$ cat src/rtl/arm_pipe_pkg.sv
// Shared types and constants for the ARM pipeline front end.
// Contents: if_state_t (fetch FSM states), NOP_INSTR, PC_W,
//           ifid_entry_t (IF/ID payload) and pc_add (modulo PC increment).
package arm_pipe_pkg;

  localparam int unsigned PC_W = 32;
  localparam logic [PC_W-1:0] NOP_INSTR = 32'h0000_0000;

  typedef enum logic [1:0] {
    FETCH   = 2'd0,
    DISCARD = 2'd1,
    HOLD    = 2'd2
  } if_state_t;

  typedef struct packed {
    logic            valid;
    logic [PC_W-1:0] instr;
    logic [PC_W-1:0] pc;
  } ifid_entry_t;

  // 32-bit modulo PC increment; wrap past 32'hFFFF_FFFC is silent.
  function automatic logic [PC_W-1:0] pc_add(input logic [PC_W-1:0] pc,
                                             input int unsigned     step);
    return pc + PC_W'(step);
  endfunction

endpackage

$ cat src/rtl/if_fetch_unit_if.sv
// Instruction-memory request/response bus between the fetch unit and imem.
// Signals: imem_req/imem_addr (fetch side -> memory),
//          imem_ready/imem_rdata (memory -> fetch side).
// Modports: master = fetch unit, slave = instruction memory.
interface if_fetch_unit_if;
  import arm_pipe_pkg::*;

  logic            imem_req;
  logic [PC_W-1:0] imem_addr;
  logic            imem_ready;
  logic [PC_W-1:0] imem_rdata;

  modport master (
    output imem_req,
    output imem_addr,
    input  imem_ready,
    input  imem_rdata
  );

  modport slave (
    input  imem_req,
    input  imem_addr,
    output imem_ready,
    output imem_rdata
  );

endinterface

$ cat src/rtl/if_fetch_unit_if_id_reg.sv
// IF/ID pipeline register.
// Priority: rst > flush (bubble) > freeze (hold) > load (new entry) > bubble.
// Ports: clk, rst, flush, freeze, load, load_instr, load_pc in;
//        entry out (valid/instr/pc, all zero when a bubble).
module if_id_reg
  import arm_pipe_pkg::*;
(
  input  logic            clk,
  input  logic            rst,
  input  logic            flush,
  input  logic            freeze,
  input  logic            load,
  input  logic [PC_W-1:0] load_instr,
  input  logic [PC_W-1:0] load_pc,
  output ifid_entry_t     entry
);

  localparam ifid_entry_t BUBBLE = '{valid: 1'b0, instr: NOP_INSTR, pc: '0};

  always_ff @(posedge clk) begin
    if (rst) begin
      entry <= BUBBLE;
    end else if (flush) begin
      entry <= BUBBLE;
    end else if (freeze) begin
      entry <= entry;
    end else if (load) begin
      entry <= '{valid: 1'b1, instr: load_instr, pc: load_pc};
    end else begin
      entry <= BUBBLE;
    end
  end

endmodule

$ cat src/rtl/if_fetch_unit.sv
// Instruction-fetch stage: PC, imem request FSM (FETCH/DISCARD/HOLD),
// redirect latch, one-entry hold buffer and the IF/ID register.
// Ports: clk, rst (sync, active high), freeze, branch_taken, branch_addr in;
//        imem (if_fetch_unit_if.master) request/response bus;
//        if_valid, if_instruction, if_pc out (IF/ID contents).
// Optional: define IF_FETCH_PERF_EN to add perf_fetch_cnt / perf_bubble_cnt.
module if_fetch_unit
  import arm_pipe_pkg::*;
#(
  parameter logic [PC_W-1:0] RESET_PC = 32'h0000_0000,
  parameter int unsigned     PC_STEP  = 4
) (
  input  logic            clk,
  input  logic            rst,
  input  logic            freeze,
  input  logic            branch_taken,
  input  logic [PC_W-1:0] branch_addr,
  if_fetch_unit_if.master imem,
  output logic            if_valid,
  output logic [PC_W-1:0] if_instruction,
  output logic [PC_W-1:0] if_pc
`ifdef IF_FETCH_PERF_EN
  ,
  output logic [31:0]     perf_fetch_cnt,
  output logic [31:0]     perf_bubble_cnt
`endif
);

  if_state_t       state;
  logic [PC_W-1:0] pc;
  logic [PC_W-1:0] pc_inc;
  logic [PC_W-1:0] redirect_target;
  logic [PC_W-1:0] hold_instr;
  logic [PC_W-1:0] hold_pc;
  logic            ready;

  logic            ifid_load;
  logic [PC_W-1:0] ifid_load_instr;
  logic [PC_W-1:0] ifid_load_pc;
  ifid_entry_t     ifid;

  assign pc_inc = pc_add(pc, PC_STEP);
  assign ready  = imem.imem_ready;

  // Request is a decode of the state register; forced low while rst is held
  // so no response is ever consumed during reset.
  assign imem.imem_req  = (state != HOLD) && !rst;
  // pc is not touched while waiting in FETCH/DISCARD, so the address stays stable.
  assign imem.imem_addr = pc;

  // Fetch FSM, PC, redirect latch and hold buffer.
  always_ff @(posedge clk) begin
    if (rst) begin
      state           <= FETCH;
      pc              <= RESET_PC;
      redirect_target <= '0;
      hold_instr      <= NOP_INSTR;
      hold_pc         <= '0;
    end else begin
      case (state)
        FETCH: begin
          if (ready) begin
            if (branch_taken) begin
              pc <= branch_addr;
            end else begin
              pc <= pc_inc;
              if (freeze) begin
                hold_instr <= imem.imem_rdata;
                hold_pc    <= pc_inc;
                state      <= HOLD;
              end
            end
          end else if (branch_taken) begin
            // Access in flight: keep address, drop its data when it returns.
            redirect_target <= branch_addr;
            state           <= DISCARD;
          end
        end
        DISCARD: begin
          if (ready) begin
            pc    <= branch_taken ? branch_addr : redirect_target;
            state <= FETCH;
          end else if (branch_taken) begin
            redirect_target <= branch_addr;
          end
        end
        HOLD: begin
          if (branch_taken) begin
            pc         <= branch_addr;
            hold_instr <= NOP_INSTR;
            hold_pc    <= '0;
            state      <= FETCH;
          end else if (!freeze) begin
            state <= FETCH;
          end
        end
        default: state <= FETCH;
      endcase
    end
  end

  // IF/ID load request; flush and freeze priority is resolved in if_id_reg.
  always_comb begin
    ifid_load       = 1'b0;
    ifid_load_instr = imem.imem_rdata;
    ifid_load_pc    = pc_inc;
    case (state)
      FETCH: ifid_load = ready;
      HOLD: begin
        ifid_load       = 1'b1;
        ifid_load_instr = hold_instr;
        ifid_load_pc    = hold_pc;
      end
      default: ifid_load = 1'b0;
    endcase
  end

  if_id_reg u_if_id_reg (
    .clk        (clk),
    .rst        (rst),
    .flush      (branch_taken),
    .freeze     (freeze),
    .load       (ifid_load),
    .load_instr (ifid_load_instr),
    .load_pc    (ifid_load_pc),
    .entry      (ifid)
  );

  assign if_valid       = ifid.valid;
  assign if_instruction = ifid.instr;
  assign if_pc          = ifid.pc;

`ifdef IF_FETCH_PERF_EN
  // Fetches count real loads; bubbles count memory-wait / DISCARD cycles only.
  always_ff @(posedge clk) begin
    if (rst) begin
      perf_fetch_cnt  <= '0;
      perf_bubble_cnt <= '0;
    end else if (!branch_taken && !freeze) begin
      if (ifid_load) begin
        perf_fetch_cnt <= perf_fetch_cnt + 32'd1;
      end else begin
        perf_bubble_cnt <= perf_bubble_cnt + 32'd1;
      end
    end
  end
`endif

endmodule
$ cat src/flat_wrapper.sv
// flat-port wrapper written by rule: the top's interface ports become plain ports
module if_fetch_unit_flat import arm_pipe_pkg::*;
#(
  parameter logic [PC_W-1:0] RESET_PC = 32'h0000_0000,
  parameter int unsigned     PC_STEP  = 4
)
  (clk, rst, freeze, branch_taken, branch_addr, if_valid, if_instruction, if_pc, imem_imem_req, imem_imem_addr, imem_imem_ready, imem_imem_rdata);
  if_fetch_unit_if imem_i ();
  input  logic clk;
  input  logic rst;
  input  logic freeze;
  input  logic branch_taken;
  input  logic [PC_W-1:0] branch_addr;
  output logic if_valid;
  output logic [PC_W-1:0] if_instruction;
  output logic [PC_W-1:0] if_pc;
  output wire logic [$bits(imem_i.imem_req)-1:0] imem_imem_req;
  output wire logic [$bits(imem_i.imem_addr)-1:0] imem_imem_addr;
  input wire logic [$bits(imem_i.imem_ready)-1:0] imem_imem_ready;
  input wire logic [$bits(imem_i.imem_rdata)-1:0] imem_imem_rdata;
  assign imem_imem_req = imem_i.imem_req;
  assign imem_imem_addr = imem_i.imem_addr;
  assign imem_i.imem_ready = imem_imem_ready;
  assign imem_i.imem_rdata = imem_imem_rdata;
  if_fetch_unit #(.RESET_PC(RESET_PC), .PC_STEP(PC_STEP)) u_core (.clk(clk), .rst(rst), .freeze(freeze), .branch_taken(branch_taken), .branch_addr(branch_addr), .imem(imem_i), .if_valid(if_valid), .if_instruction(if_instruction), .if_pc(if_pc));
endmodule
$ cat config.mk
export PLATFORM = sky130hd
export DESIGN_NAME = if_fetch_unit_flat
export DESIGN_NICKNAME = d
export VERILOG_FILES = /design/src/rtl/arm_pipe_pkg.sv /design/src/rtl/if_fetch_unit_if.sv /design/src/rtl/if_fetch_unit_if_id_reg.sv /design/src/rtl/if_fetch_unit.sv /design/src/flat_wrapper.sv
export SDC_FILE = /design/constraint.sdc
export NUM_CORES = 1
export LEC_CHECK = 0
export CAP_MARGIN = 40
export CORE_UTILIZATION = 30
export DETAILED_ROUTE_END_ITERATION = 6
export RECOVER_POWER = 25
export SETUP_SLACK_MARGIN = 0.5
export SLEW_MARGIN = 20
export SYNTH_ARGS = -nofsm -noshare
export SYNTH_HDL_FRONTEND = slang
export SYNTH_SLANG_ARGS = --single-unit
$ cat constraint.sdc
create_clock -name clk -period 3.5 [get_ports clk]
set_input_delay 0.7 -clock clk [delete_from_list [all_inputs] [get_ports clk]]
set_output_delay 0.7 -clock clk [all_outputs]
set_load 0.05 [all_outputs]
* After elaboration in Yosys (flattened, before gate mapping) *
Cells that the tools add are included.

storage, ports and cells
  register bits = 195
  input port bits = 69
  logic and storage cells = 60

operators by class
  add/sub/neg operators = 1
  eq/ne operators = 12
  mux-type cells = 27
  bitwise logic cells = 1
  reduce and logical (&&, ||, !) cells = 11

operators with widths
  kind                                           number
  two-way mux 32 bit                             14
  one-hot mux 32 bit (2 select lines)            2
  one-hot mux 32 bit (3 select lines)            1
  two-way mux 65 bit                             1
  adder 32 x 3 -> 32 bit, second input constant  1
  two-way mux 2 bit                              7
  inequality test 2 bit, second input constant   6
  inequality test 3 bit, second input constant   4
  AND reduction 5 bit                            2
  one-hot mux 2 bit (3 select lines)             1
  AND reduction 4 bit                            1
  OR reduction 2 bit                             2
  nonzero test 3 bit                             1
  == test 2 x 1 -> 1 bit, second input constant  1
  == test 2 bit, second input constant           1
  logical NOT 2 bit                              1
  one-hot mux 1 bit (2 select lines)             1
  AND reduction 2 bit                            1
  nonzero test 2 bit                             1
  logical AND 1 bit                              1
  logical NOT 1 bit                              1
  inverter 1 bit                                 1

* Logic depth before layout (Yosys ltp) *
Gate-level depths: netlist of the first run.

  word-level depth = 5
  gate-level depth with buffers = 11

* By module *
A second synthesis of the first run with hierarchy kept.

second synthesis, totals
  cells, all modules = 1175
  area, all modules = 9944.5 µm²

modules (own cells, without submodules)
  module         times used  cells each  area an instance (µm²)  seq. area each (µm²)
  if_fetch_unit  1           887         7210.7                  2602.5
  if_id_reg      1           288         2733.9                  1301.2

* Worst setup path after synthesis of the first run *
OpenSTA, ideal clock, no wires.

  path type = reg-to-output
  from = reg u_core.state[0]
  to = out imem_imem_req
  arrival = 2.027 ns
  required time = 2.800 ns
  path slack = 0.773 ns
  stages on the path, launching flop included = 8
  path buffers = 4
  cell sequence = dfxtp_1 inv_1 ha_1 buf_2 buf_2 clkbuf_1 clkbuf_1 nor2_1

on the way
  word-level cells in the longest chain between the ends = 2

RTL lines
  element                   line                 text
  start: declaration        if_fetch_unit.sv:29  if_state_t state;
  start signal: assignment  if_fetch_unit.sv:54  state <= FETCH;
  start signal: assignment  if_fetch_unit.sv:70  state <= HOLD;
  start signal: assignment  if_fetch_unit.sv:76  state <= DISCARD;
  inequality test 2 bit     if_fetch_unit.sv:47  assign imem.imem_req = (state != HOLD) && !rst;
  logical AND 1 bit         if_fetch_unit.sv:47
  end: declaration          flat_wrapper.sv:17   output wire logic [$bits(imem_i.imem_req)-1:0] imem_imem_req;

No other way between the ends.

* Final worst setup path of the first run *
  from = in branch_taken
  to = reg u_core.u_if_id_reg.entry[31] (netlist name)

on the way
  word-level cells in the longest chain between the ends = 1

RTL lines
  element                              line                           text
  start: declaration                   flat_wrapper.sv:12             input logic branch_taken;
  OR reduction 2 bit (no source line)  --
  end signal: assignment               if_fetch_unit_if_id_reg.sv:26  entry <= entry;
  end signal: assignment               if_fetch_unit_if_id_reg.sv:28  entry <= '{valid: 1'b1, instr: load_instr, pc: load_pc};
  end: declaration                     if_fetch_unit_if_id_reg.sv:15  output ifid_entry_t entry

No other way between the ends.
A chain may end at the register's enable or synchronous reset.

==> metrics list, run 1 <==
- Status: finished, final reports clean
- Fmax: 347 MHz
- After detailed routing, the number of remaining DRC violations is 0.
* Antenna viol nets, final: 0
- Post-CTS setup repair buffer count: 0
* Initial core utilization: 0.306
- Leak Pwr: 4.07 nW
* Crit share post-route: 0.823
* Worst skew pair latency: 450 ps
* Met2 global-route usage: 0.278
- Walking the worst path, the cells encountered are dlygate4sd3_1 > buf_4 > or2_1 > clkbuf_2 > nor2_1 > buf_4 > a32oi_1 > o21ai_0.
* Average cell area after synthesis: 7.97 sq um
- Height of the die: 176 microns
- Most common cell after layout, fill and taps aside: dfxtp_1
- The die covers 30900 sq um.
- M1 GR Usage: 0.262
* Switching power share of the total: 0.314
- CTS tree: yes
- Number of fill cells: 3101
- The number of nets handed over by synthesis was 1210.
* EDFF count, synth: 0
* Quantity of hold-fixing buffers added after cts: 0
- Number of top-level pins: 167
- Busiest grt layer: met2
- The share of total power dissipated in combinational logic is 0.197.
- Entering global routing, the biggest net connects 115 pins.
- The floorplan has 63 rows.
- For this run, the number of Yosys warnings is 0.
- IR analysis of the VDD net gives a maximum drop of 0.000326 V.
- The critical path contains buffers and inverters numbering 4 combined.
- The H-tree generated during clock tree synthesis spans 4 levels.
* Total vias in the final route: 8610
* Design internal power: 3.79 mW
* Endpoint required time on the critical path: 3820 ps
- Max-slew violations: 0
- RSZ-0062 raised after global routing: false
- Worst Hold Class: flop to flop
- Tracing the worst setup path back leads to its startpoint at branch_taken.
- Port buffer count: 166
- In the final layout, the share of cells above drive strength 1 is 0.0657.
- The area growth from synthesis to layout is 28.6%.
- Summed over all layers, the global routing overflow is 0.
- For this run, the total global-route usage over all layers was measured as 0.183.
- Vias in the first global route: 7893
- The first routing iteration left 660 violations.
- In the final design database the tool counted 1324 nets.
- The critical path in this run is classified as input port to flop.
- The top cell types in the final layout, fill and taps aside, are dfxtp_1 (195), nor2_1 (164), clkdlybuf4s50_1 (142).
* Wire length of the first global-routing pass: 44200 microns
* Wire length after detailed routing: 28300 microns
- The number of gates resized after CTS was 0.
- On the worst path, the slowest cell contributes a delay of 750 ps.
* Number of max-cap violations: 0
- At the end of routability-driven placement, the weighted congestion stood at 0.824.
- Cell variety after synth: 62
- The worst register-to-register path begins at u_core.state[1].
- Period minus WS final: 2880 ps
- GRT met3 Usage: 0.0299
- Least-Margin Pin Slew: 1050 ps
- The clock net in this run drives a total of 195 sinks.
* PD cells: 475 nW/um^2
* Core region area: 29600 sq um
- In this run, synthesis produced a sequential element count of 195.
* Yosys top cell by area: dfxtp_1
- In this design, the largest share of critical-path delay is due to buffers and inverters.
- Share of power burned in registers: 0.442
* Kind of capture point of the worst setup path: flop
- Detailed placement finished with a half-perimeter wire length of 19800 microns.
* Syn Inst Count: 1137
- Most used flip-flop cell after synthesis: dfxtp_1
* Source of the worst hold timing path: u_core.hold_pc[22]
- The share of total power dissipated in the clock network is 0.362.
- Cell types occupying the most area after synthesis: dfxtp_1 (43%), a21oi_1 (7.4%), nor2_1 (6.8%)
* Maximum fanout encountered on the critical timing path: 43
- Summed over all failing endpoints, the final setup total negative slack is 0 ps.
- Antenna violations before repair: 0
* Post-synthesis cell area: 9060 sq um
* Share of synthesized area occupied by flip-flops and latches: 0.431
* Chip Width: 176 microns
* Average vias per placed instance: 5.21
- After clock tree synthesis, the clock-pin slew on the worst setup and hold paths is 70 ps.
- The number of antenna diodes in the final layout is 0.
- The slowest stage of the critical path is the dlygate4sd3_1 cell.
- In the synthesized netlist the async set-or-reset flop fraction comes to 0.
- The analysis attributes to net switching a power of 1.74 mW.
* Number of buffers added by the clock tree synthesis step: 17
- Data arrival time of the worst path: 3200 ps
- The worst setup path is launched from an input port.
- Detail-routed net length per standard cell: 17.1 microns
- Counting stages on the worst path, the most repeated cell is buf_4.
* Library cell used as clock root buffer: clkbuf_16
- Max-slew headroom at the worst pin: 0.296
- For this run, the detailed router's first-pass iteration total came to 7.
* Count of endpoints failing hold in the final timing report: 0
- Maximum clock insertion buffer count: 2
- Tightest hold margin: 448 ps
* Top cell type's share of synthesized area: 0.431
- Setup Viol. Count Final: 0
- Between clock sinks in the finished design, the worst skew comes to 12.2 ps.
-- synth_stat cells (11+ instances only) --
cell type / count
a21oi_1: 134
a221oi_1: 11
a22oi_1: 52
a32oi_1: 17
buf_2: 21
clkbuf_1: 76
dfxtp_1: 195
mux2i_1: 16
nand2_1: 131
nand3_1: 17
nand4_1: 15
nor2_1: 163
nor2b_1: 38
nor3_1: 22
o21ai_0: 53
o21ai_1: 17
xnor2_1: 14
xor2_1: 14
-- power by group through the flow --
stage / Sequential (mW) / Combinational, mW / Clock, mW
global route: 2.46 / 1.17 / 2.13
detailed placement: 2.49 / 1.09 / 0
CTS: 2.44 / 1.09 / 2.04
finish: 2.44 / 1.09 / 2.00
floorplan: 2.62 / 0.542 / 0
global placement: 2.49 / 1.08 / 0
-- per-stage QoR --
| stage | total power, mW | util | instances | worst slack (ps) | area (sq um) |
|---|---|---|---|---|---|
| 3_3_place_gp | 3.57 | 0.373 | 1621 | 493 | 11100 |
| 4_1_cts | 5.58 | 0.394 | 1654 | 563 | 11700 |
| 5_1_grt | 5.77 | 0.393 | 1654 | 390 | 11700 |
| 3_5_place_dp | 3.58 | 0.374 | 1622 | 420 | 11100 |
| 2_1_floorplan | 3.17 | - | 1137 | 773 | 9060 |
| 6_report | 5.54 | 0.393 | 1654 | 620 | 11700 |
-- final cells by class --
cell class	instances	area (sq um)	area share
sequential	195	3900	0.335
tap	390	488	0.0419
clock inverter	15	165	0.0142
clock buffer	17	425	0.0365
inverter	9	33.8	0.00290
multi-input combinational	834	4730	0.406
timing repair buffer	194	1910	0.164
-- registers in the layout, indices dropped and copies added (netlist names) --
register	cells
u_core.u_if_id_reg.entry	65
u_core.hold_instr	32
u_core.hold_pc	32
u_core.imem.imem_addr	32
u_core.redirect_target	32
u_core.state	2
-- worst register-to-register path, stage by stage (launching register included) --
cell	delay, ps
dfxtp_1	450
inv_1	130
ha_1	300
and4b_1	220
nor2b_1	140
nor2_1	810
buf_12	290
a22oi_1	120
nor2_1	140
-- worst paths after layout --
kind / end / cells after the start / slack, ps
setup / recovery: u_core.u_if_id_reg.entry[31] / 8 / 620
hold / removal: u_core.hold_pc[22] / 2 / 450
setup reg to reg: u_core.hold_instr[1] / 8 / 830
hold reg to reg: u_core.hold_pc[22] / 2 / 450
-- metal layers --
| layer | vias to the layer above | part of all wire |
|---|---|---|
| li1 | 4261 | - |
| met1 | 4049 | 0.49 |
| met2 | 277 | 0.44 |
| met3 | 23 | 0.057 |
| met4 | 0 | 0.014 |
| met5 | - | 0 |
-- cell families (layout without fill, tap and decap cells) --
family,count (synthesis),count (layout),synth area share
simple gates,437,437,0.225
compound gates,346,346,0.241
flops,195,195,0.431
buf+inv,108,235,0.0493
xor+xnor,28,28,0.0271
mux,19,19,0.0214
fa+ha+maj,4,4,0.00552
Power figures use the tool's default switching activity.
==> run 2: changes to the inputs <==
==> constraint.sdc (replaced) <==
create_clock -name clk -period 2.7 [get_ports clk]
set_input_delay 0.54 -clock clk [delete_from_list [all_inputs] [get_ports clk]]
set_output_delay 0.54 -clock clk [all_outputs]
set_load 0.05 [all_outputs]
==> run 2 against run 1 <==
Total power grew 30%. Worst setup slack lost 260 ps. Non-clock buffer count grew 36. Design area grew 2.3%. Global-route usage grew 0.44 points. Flip-flop and latch count is the same. First-iteration DRC count grew 7.1%. Count of clock-buffer cells in the layout grew 2. Hold slack lost 69 ps. Largest cell class unchanged.
==> metrics list, run 2 (synthesis gave the netlist of run 1 again) <==
- RSZ-0062 raised after global routing: true
* Maximum clock insertion buffer count: 2 (unchanged)
- The placer's final routability congestion estimate came to 0.857 (+4.1%).
- Diodes inserted: 0 (unchanged)
- Worst skew pair latency: 440 ps (about the same)
- CP startpoint kind: flop
* Layout Skew: 15.0 ps (+2.81 ps)
- Average vias per placed instance: 5.24 (+0.75%)
- Buf+Inv Stages, Crit Path: 3 (-1)
* Worst Setup SP: u_core.state[1]
* Data arrival time of the worst path: 2640 ps (-560 ps)
- Die Outline Area: 30900 sq um (unchanged)
* M1 GR Usage: 0.275 (+0.0122)
* Pin count of the biggest net entering global routing: 65 (-43%)
* Source of the worst hold timing path: rst
- The number of stages on the worst setup path was 9 (+1).
- Tot Pwr: 7.19 mW (+30%)
* Met2 global-route usage: 0.280 (+0.00247)
* Highest ir drop seen on vdd: 0.000378 V (+16%)
* Design internal power: 4.96 mW (+31%)
- The run finished with clean final reports.
* DRT iter0 DRCs: 707 (+7.1%)
* Ratio of cells with drive above 1 in the final layout: 0.105 (+0.0398)
- The number of setup violations in the final report is 0 (unchanged).
* Total instance count after detailed placement: 1644 (+1.4%)
- The global-route wire length before repair was 45500 microns (+3.1%).
- The detailed-routing iteration count for the pre-antenna-repair pass is 7 (unchanged).
- The cell sitting at the root of the clock tree is a clkbuf_16.
- DRC violations left: 0 (unchanged)
- The total leakage power was 4.33 nW (+6.4%).
- The routed via count is 8858 (+2.9%).
* Clock-pin slew on the worst setup and hold paths: 70 ps (about the same)
* Maximum fanout encountered on the critical timing path: 19 (-56%)
- On the critical path, the stage with the largest delay is an instance of dfxtp_1.
* Share of power burned in registers: 0.438 (-0.004)
- The endpoint required time on the critical path is 3000 ps (-820 ps).
- The library cell used most frequently in the layout, excluding fill and tap cells, is dfxtp_1.
- TritonCTS built the clock tree.
* CP delay by family, top: compound AO/OA/AOI/OAI gates
* Growth of design area from synthesis to finish: 31.5%
- Number of buffers added by the clock tree synthesis step: 17 (unchanged)
- # nets final: 1361 (+2.8%)
- The number of cell instances on the worst register-to-register path was 9 (+1).
- Detail-routed net length per standard cell: 17.5 microns (+2.4%)
* Grt total ovfl: 0 (unchanged)
- Combinational Power Share: 0.206 (+0.009)
* Psw: 2.23 mW (+28%)
- Least-Margin Pin Slew: 830 ps (-222 ps)
- Number of top-level pins: 167 (unchanged)
- Quantity of hold-fixing buffers added after cts: 0 (unchanged)
* Utilization after layout: 0.402 (+0.00899)
- Vias in the first global route: 7996 (+1.3%)
- The power per unit of standard cell area was 604 nW/um^2 (+27%).
* CTS H-tree lvls: 4 (unchanged)
- Largest register FFs: 65 (unchanged)
- The total global-route track usage came to 0.187 (+0.00443).
- The fraction of power spent switching nets was 0.310 (-0.00459).
- The starting density of the core is 0.306 (unchanged).
- Clock Sinks: 195 (unchanged)
* Antenna viol nets, final: 0 (unchanged)
- The detailed-route wire length was 29600 microns (+4.6%).
- The register with the most flip-flops in the final layout is u_core.u_if_id_reg.entry.
- Core region area: 29600 sq um (unchanged)
- Busiest grt layer: met2
- The detailed placement HPWL came to 20300 microns (+2.7%).
* Terminus of the critical flop-to-flop path: u_core.u_if_id_reg.entry[31]
- Share of power burned in the clock network: 0.356 (-0.006)
- FF-to-FF Start: u_core.state[1]
* Category of the most critical setup path: flop to flop
- The number of hold violations in the final report is 0 (unchanged).
* Capturing instance or port of the critical path: u_core.u_if_id_reg.entry[31]
- Most frequent cells in the layout: dfxtp_1 (189), nor2_1 (163), a21oi_1 (134)
* Crit share post-route: 0.868
* Port buffer count: 166 (unchanged)
- Tightest hold margin: 379 ps (-68.5 ps)
- Largest incremental delay on the critical path: 430 ps (-320 ps)
- Chip Width: 176 microns (unchanged)
- The relative max-transition margin came to 0.445 (+0.149).
- The number of slew-limit violations in the final report was 0 (unchanged).
- Height of the die: 176 microns (unchanged)
- Fmax: 427 MHz
- The number of antenna violations at the first check in global routing is 0 (unchanged).
* Kind of capture point of the worst setup path: flop
- The number of maximum-capacitance violations was 0 (unchanged).
- Period minus WS final: 2340 ps
- The final cell count without fillers came to 1689 (+2.1%).
- The signal on the critical path passes through inv_1 > ha_1 > buf_4 > a21oi_1 > or2_2 > nor2_1 > clkbuf_2 > a32oi_1 > o21ai_0.
- The setup slack of the most critical reg-to-reg path is 360 ps (-470 ps).
* Worst Hold Class: input port to flop
- GRT met3 Usage: 0.0268 (-0.00303)
- The floorplan row count came to 63 (unchanged).
[run 2: final cells by class]
cell class,count,area (sq um)
Tap cell,390,488
Fill cell,3129,17700
Inverter,9,33.8
Clock inverter,11,128
Timing Repair Buffer,230,2080
Clock buffer,19,453
Multi-Input combinational cell,835,4820
Sequential cell,195,3910
[run 2: layer usage]
| metal | part of all wire | vias up |
|---|---|---|
| li1 | - | 4356 |
| met1 | 0.48 | 4196 |
| met2 | 0.45 | 277 |
| met3 | 0.051 | 29 |
| met4 | 0.015 | 0 |
| met5 | 0 | - |
[run 2: power by group through the flow]
stage / clock (mW) / sequential (mW) / combinational [mW]
final: 2.56 / 3.15 / 1.48
after global routing: 2.75 / 3.17 / 1.60
after CTS: 2.62 / 3.15 / 1.45
after detailed placement: 0 / 3.22 / 1.48
after global placement: 0 / 3.21 / 1.47
after floorplan: 0 / 3.40 / 0.704
[run 2: worst min path at each step]
stage                                      to  cells after the start
floorplan                  u_core.hold_pc[13]                      2
global placement           u_core.hold_pc[18]                      2
detailed placement         u_core.hold_pc[17]                      2
CTS                 u_core.imem.imem_addr[27]                      2
global route        u_core.imem.imem_addr[27]                      2
finish              u_core.imem.imem_addr[27]                      2
[run 2: timing repair]
item | in CTS | in global routing
pin swaps | 2 | 3
cloned | 0 | 2
setup buffers | 3 | 10
endpoints found under the setup margin | 57 | 127
resized for setup | 38 | 44
[run 2: worst register-to-register path: cells and delay by family (launching register included)]
family | cells | cell delay [ps]
compound gates | 3 | 680
buf+inv | 3 | 590
flops | 1 | 430
simple gates | 2 | 270
fa+ha+maj | 1 | 240
[run 2: metrics by stage]
| step | area (sq um) | setup TNS [ps] | setup slack, ps |
|---|---|---|---|
| finish | 11900 | 0 | 356 |
| global route | 11900 | 0 | 260 |
| CTS | 11900 | 0 | 289 |
| detailed placement | 11300 | 0 | 134 |
| global placement | 11300 | -427 | -20.7 |
| floorplan | 9070 | 0 | 476 |
==> run 3: changes to the inputs <==
--- a/config.mk
+++ b/config.mk
@@ -10,7 +10,6 @@
 export DETAILED_ROUTE_END_ITERATION = 6
 export RECOVER_POWER = 25
 export SETUP_SLACK_MARGIN = 0.5
-export SLEW_MARGIN = 20
 export SYNTH_ARGS = -nofsm -noshare
 export SYNTH_HDL_FRONTEND = slang
 export SYNTH_SLANG_ARGS = --single-unit
==> constraint.sdc (replaced) <==
create_clock -name clk -period 2.3 [get_ports clk]
set_input_delay 0.46 -clock clk [delete_from_list [all_inputs] [get_ports clk]]
set_output_delay 0.46 -clock clk [all_outputs]
set_load 0.05 [all_outputs]
==> run 3 against run 2 <==
Sequential power up 18%. Die area stayed put. Via count up 7.2%. Sequential share of layout area is 3.8 points lower. Flip-flop and latch count unchanged. Final cell count up 5.3%. Highest routed layer unchanged.
==> metrics list, run 3 (synthesis gave the netlist of run 1 again) <==
- Status: finished, final reports clean
* Most common cell type on the critical path: buf_6
- Grt total ovfl: 0 (unchanged)
- # nets final: 1447 (+6.3%)
* CTS tree: yes
- The clock slew seen by the registers of the worst setup and hold paths is 80 ps (about the same).
- Relative to the synthesized area, the layout overhead comes to 51.2%.
- Total vias in the final route: 9498 (+7.2%)
- Vias in the first global route: 8636 (+8.0%)
* Endpoint required time on the critical path: 2680 ps (-320 ps)
- Crit share post-route: 0.865 (-0.00323)
- The final worst slack is 311 ps (-45.3 ps).
* Ratio of cells with drive above 1 in the final layout: 0.276 (+0.171)
* Kind of capture point of the worst setup path: flop
- The post-placement cell count was 1658 (+0.85%).
- Number of detailed-route iterations in the first pass: 5 (-2)
- The power after layout is 9.12 mW (+27%).
- The DRC violation total after the first TritonRoute iteration is 702 (-0.71%).
- Max-slew violations: 0 (unchanged)
- Worst Hold Class: input port to flop
* Port buffer count: 166 (unchanged)
- Data arrival time of the worst path: 2370 ps (-270 ps)
- The maximum count of clock buffers along a single path was 2 (unchanged).
- RSZ-0062 raised after global routing: true
- Largest incremental delay on the critical path: 360 ps (-70 ps)
- Library cell used as clock root buffer: clkbuf_16
- The total CTS buffers was 17 (unchanged).
* CTS H-tree lvls: 4 (unchanged)
- The detailed placement HPWL is 20700 microns (+2.0%).
- The number of hold violations in the final report was 0 (unchanged).
- Wire length of the first global-routing pass: 48600 microns (+6.7%)
* Largest register FFs: 65 (unchanged)
* DRC violations left: 0 (unchanged)
- Layout Skew: 17.4 ps (+2.48 ps)
* Overall Global Routing Usage: 0.200 (+0.0129)
- The detailed-route wire length is 33200 microns (+12%).
- The die width was 176 microns (unchanged).
- The final cell count without fillers is 1778 (+5.3%).
* Worst skew pair latency: 450 ps (about the same)
- PD cells: 665 nW/um^2 (+10%)
- Initial core utilization: 0.306 (unchanged)
- Final weighted congestion of routability-driven global placement: 0.852 (-0.61%)
* Quantity of hold-fixing buffers added after cts: 0 (unchanged)
- The full die area is 30900 sq um (unchanged).
* Max-slew headroom at the worst pin: 0.534 (+0.0890)
- The average wire per standard cell was 18.7 microns (+6.8%).
* Critical path, cell by cell: inv_4 > ha_4 > clkbuf_1 > nor2b_4 > buf_6 > buf_6 > nor3_4 > buf_12 > clkbuf_16 > nand2_1 > o21ai_1
* Placed standard-cell area: 11600 sq um (+2.8%)
* Core region area: 29600 sq um (unchanged)
- The final antenna-violating net count was 0 (unchanged).
- Antenna violations before repair: 1 (+1)
- The largest fanout on the critical path is 6 (-13).
- Slowest cell on the critical path: dfxtp_4
* Leak Pwr: 5.17 nW (+19%)
* Setup Viol. Count Final: 0 (unchanged)
- The maximum number of pins on one net before global-route repair came to 44 (-32%).
- Fmax: 503 MHz (+18%)
* Most common cell after layout, fill and taps aside: dfxtp_1
- CP startpoint kind: flop
* Clock Sinks: 195 (unchanged)
- The final instance area came to 13700 sq um (+15%).
* Place WS: -195 ps (-329 ps)
- Highest ir drop seen on vdd: 0.000522 V (+38%)
* Number of max-cap violations: 0 (unchanged)
* Least-Margin Pin Slew: 703 ps (-127 ps)
- The setup path with the least slack is of type flop to flop.
- Number of fill cells: 2892 (-7.6%)
- The overall die height is 176 microns (unchanged).
- More flip-flops sit in one register than any other, and that register is u_core.u_if_id_reg.entry.
* Number of top-level pins: 167 (unchanged)
* Period minus WS final: 1990 ps (-355 ps)
* Most frequent cells in the layout: dfxtp_1 (172), nor2_1 (155), a21oi_1 (128)
- Average vias per placed instance: 5.34 (+1.9%)
- The floorplan row count was 63 (unchanged).
## run 3: critical path: cells and delay by family (launching register included)
family,cells,cell delay (ps)
AO/OA/AOI/OAI,1,70
adder cells (fa/ha/maj),1,190
buffers and inverters,6,930
AND/OR/NAND/NOR,3,360
flip-flops,1,360
## run 3: per-layer routing
layer	routed length, microns	vias up	part of all wire	global-route usage
met3	1840	62	0.055	0.0338
li1	-	4534	-	-
met2	15300	348	0.46	0.314
met1	15200	4554	0.46	0.276
met4	864	0	0.026	0.0685
met5	0	-	0	0
## run 3: timing repair
action,in CTS,in global routing
setup endpoints to repair,230,161
gates cloned,5,10
setup buffers,39,33
resized for setup,306,194
pin swaps,24,65
## run 3: per-stage QoR
| step | hold WS [ps] | TNS, ps | util |
|---|---|---|---|
| after floorplan | 424 | 0 | - |
| after global placement | 433 | -2410 | 0.391 |
| after detailed placement | 443 | -4980 | 0.391 |
| after CTS | 405 | 0 | 0.436 |
| after global routing | 417 | 0 | 0.462 |
| final | 425 | 0 | 0.462 |
## run 3: layout make-up
type,instances,area [sq um],area share
inverter,9,41.3,0.00301
clock buffer,17,425,0.0310
sequential,195,3970,0.290
clock inverter,15,178,0.0130
antenna,1,2.50,0.000183
tap,390,488,0.0356
multi-input combinational,835,5530,0.404
timing repair buffer,316,3070,0.224
## run 3: report_power, final
| part | internal (mW) | leakage (nW) | switching, mW |
|---|---|---|---|
| Clock | 1.49 | 0.298 | 1.58 |
| Sequential | 3.53 | 1.60 | 0.187 |
| Combinational | 1.01 | 3.27 | 1.31 |
| Total | 6.04 | 5.17 | 3.08 |
## run 3: path summary, 6_finish.rpt
path / from / end / slack (ps) / cells past startpoint
min reg2reg: u_core.hold_pc[25] / u_core.hold_pc[25] / 450 / 2
max reg2reg: u_core.state[0] / u_core.hold_pc[23] / 310 / 11
min: rst / u_core.u_if_id_reg.entry[12] / 430 / 3
max: u_core.state[0] / u_core.hold_pc[23] / 310 / 11
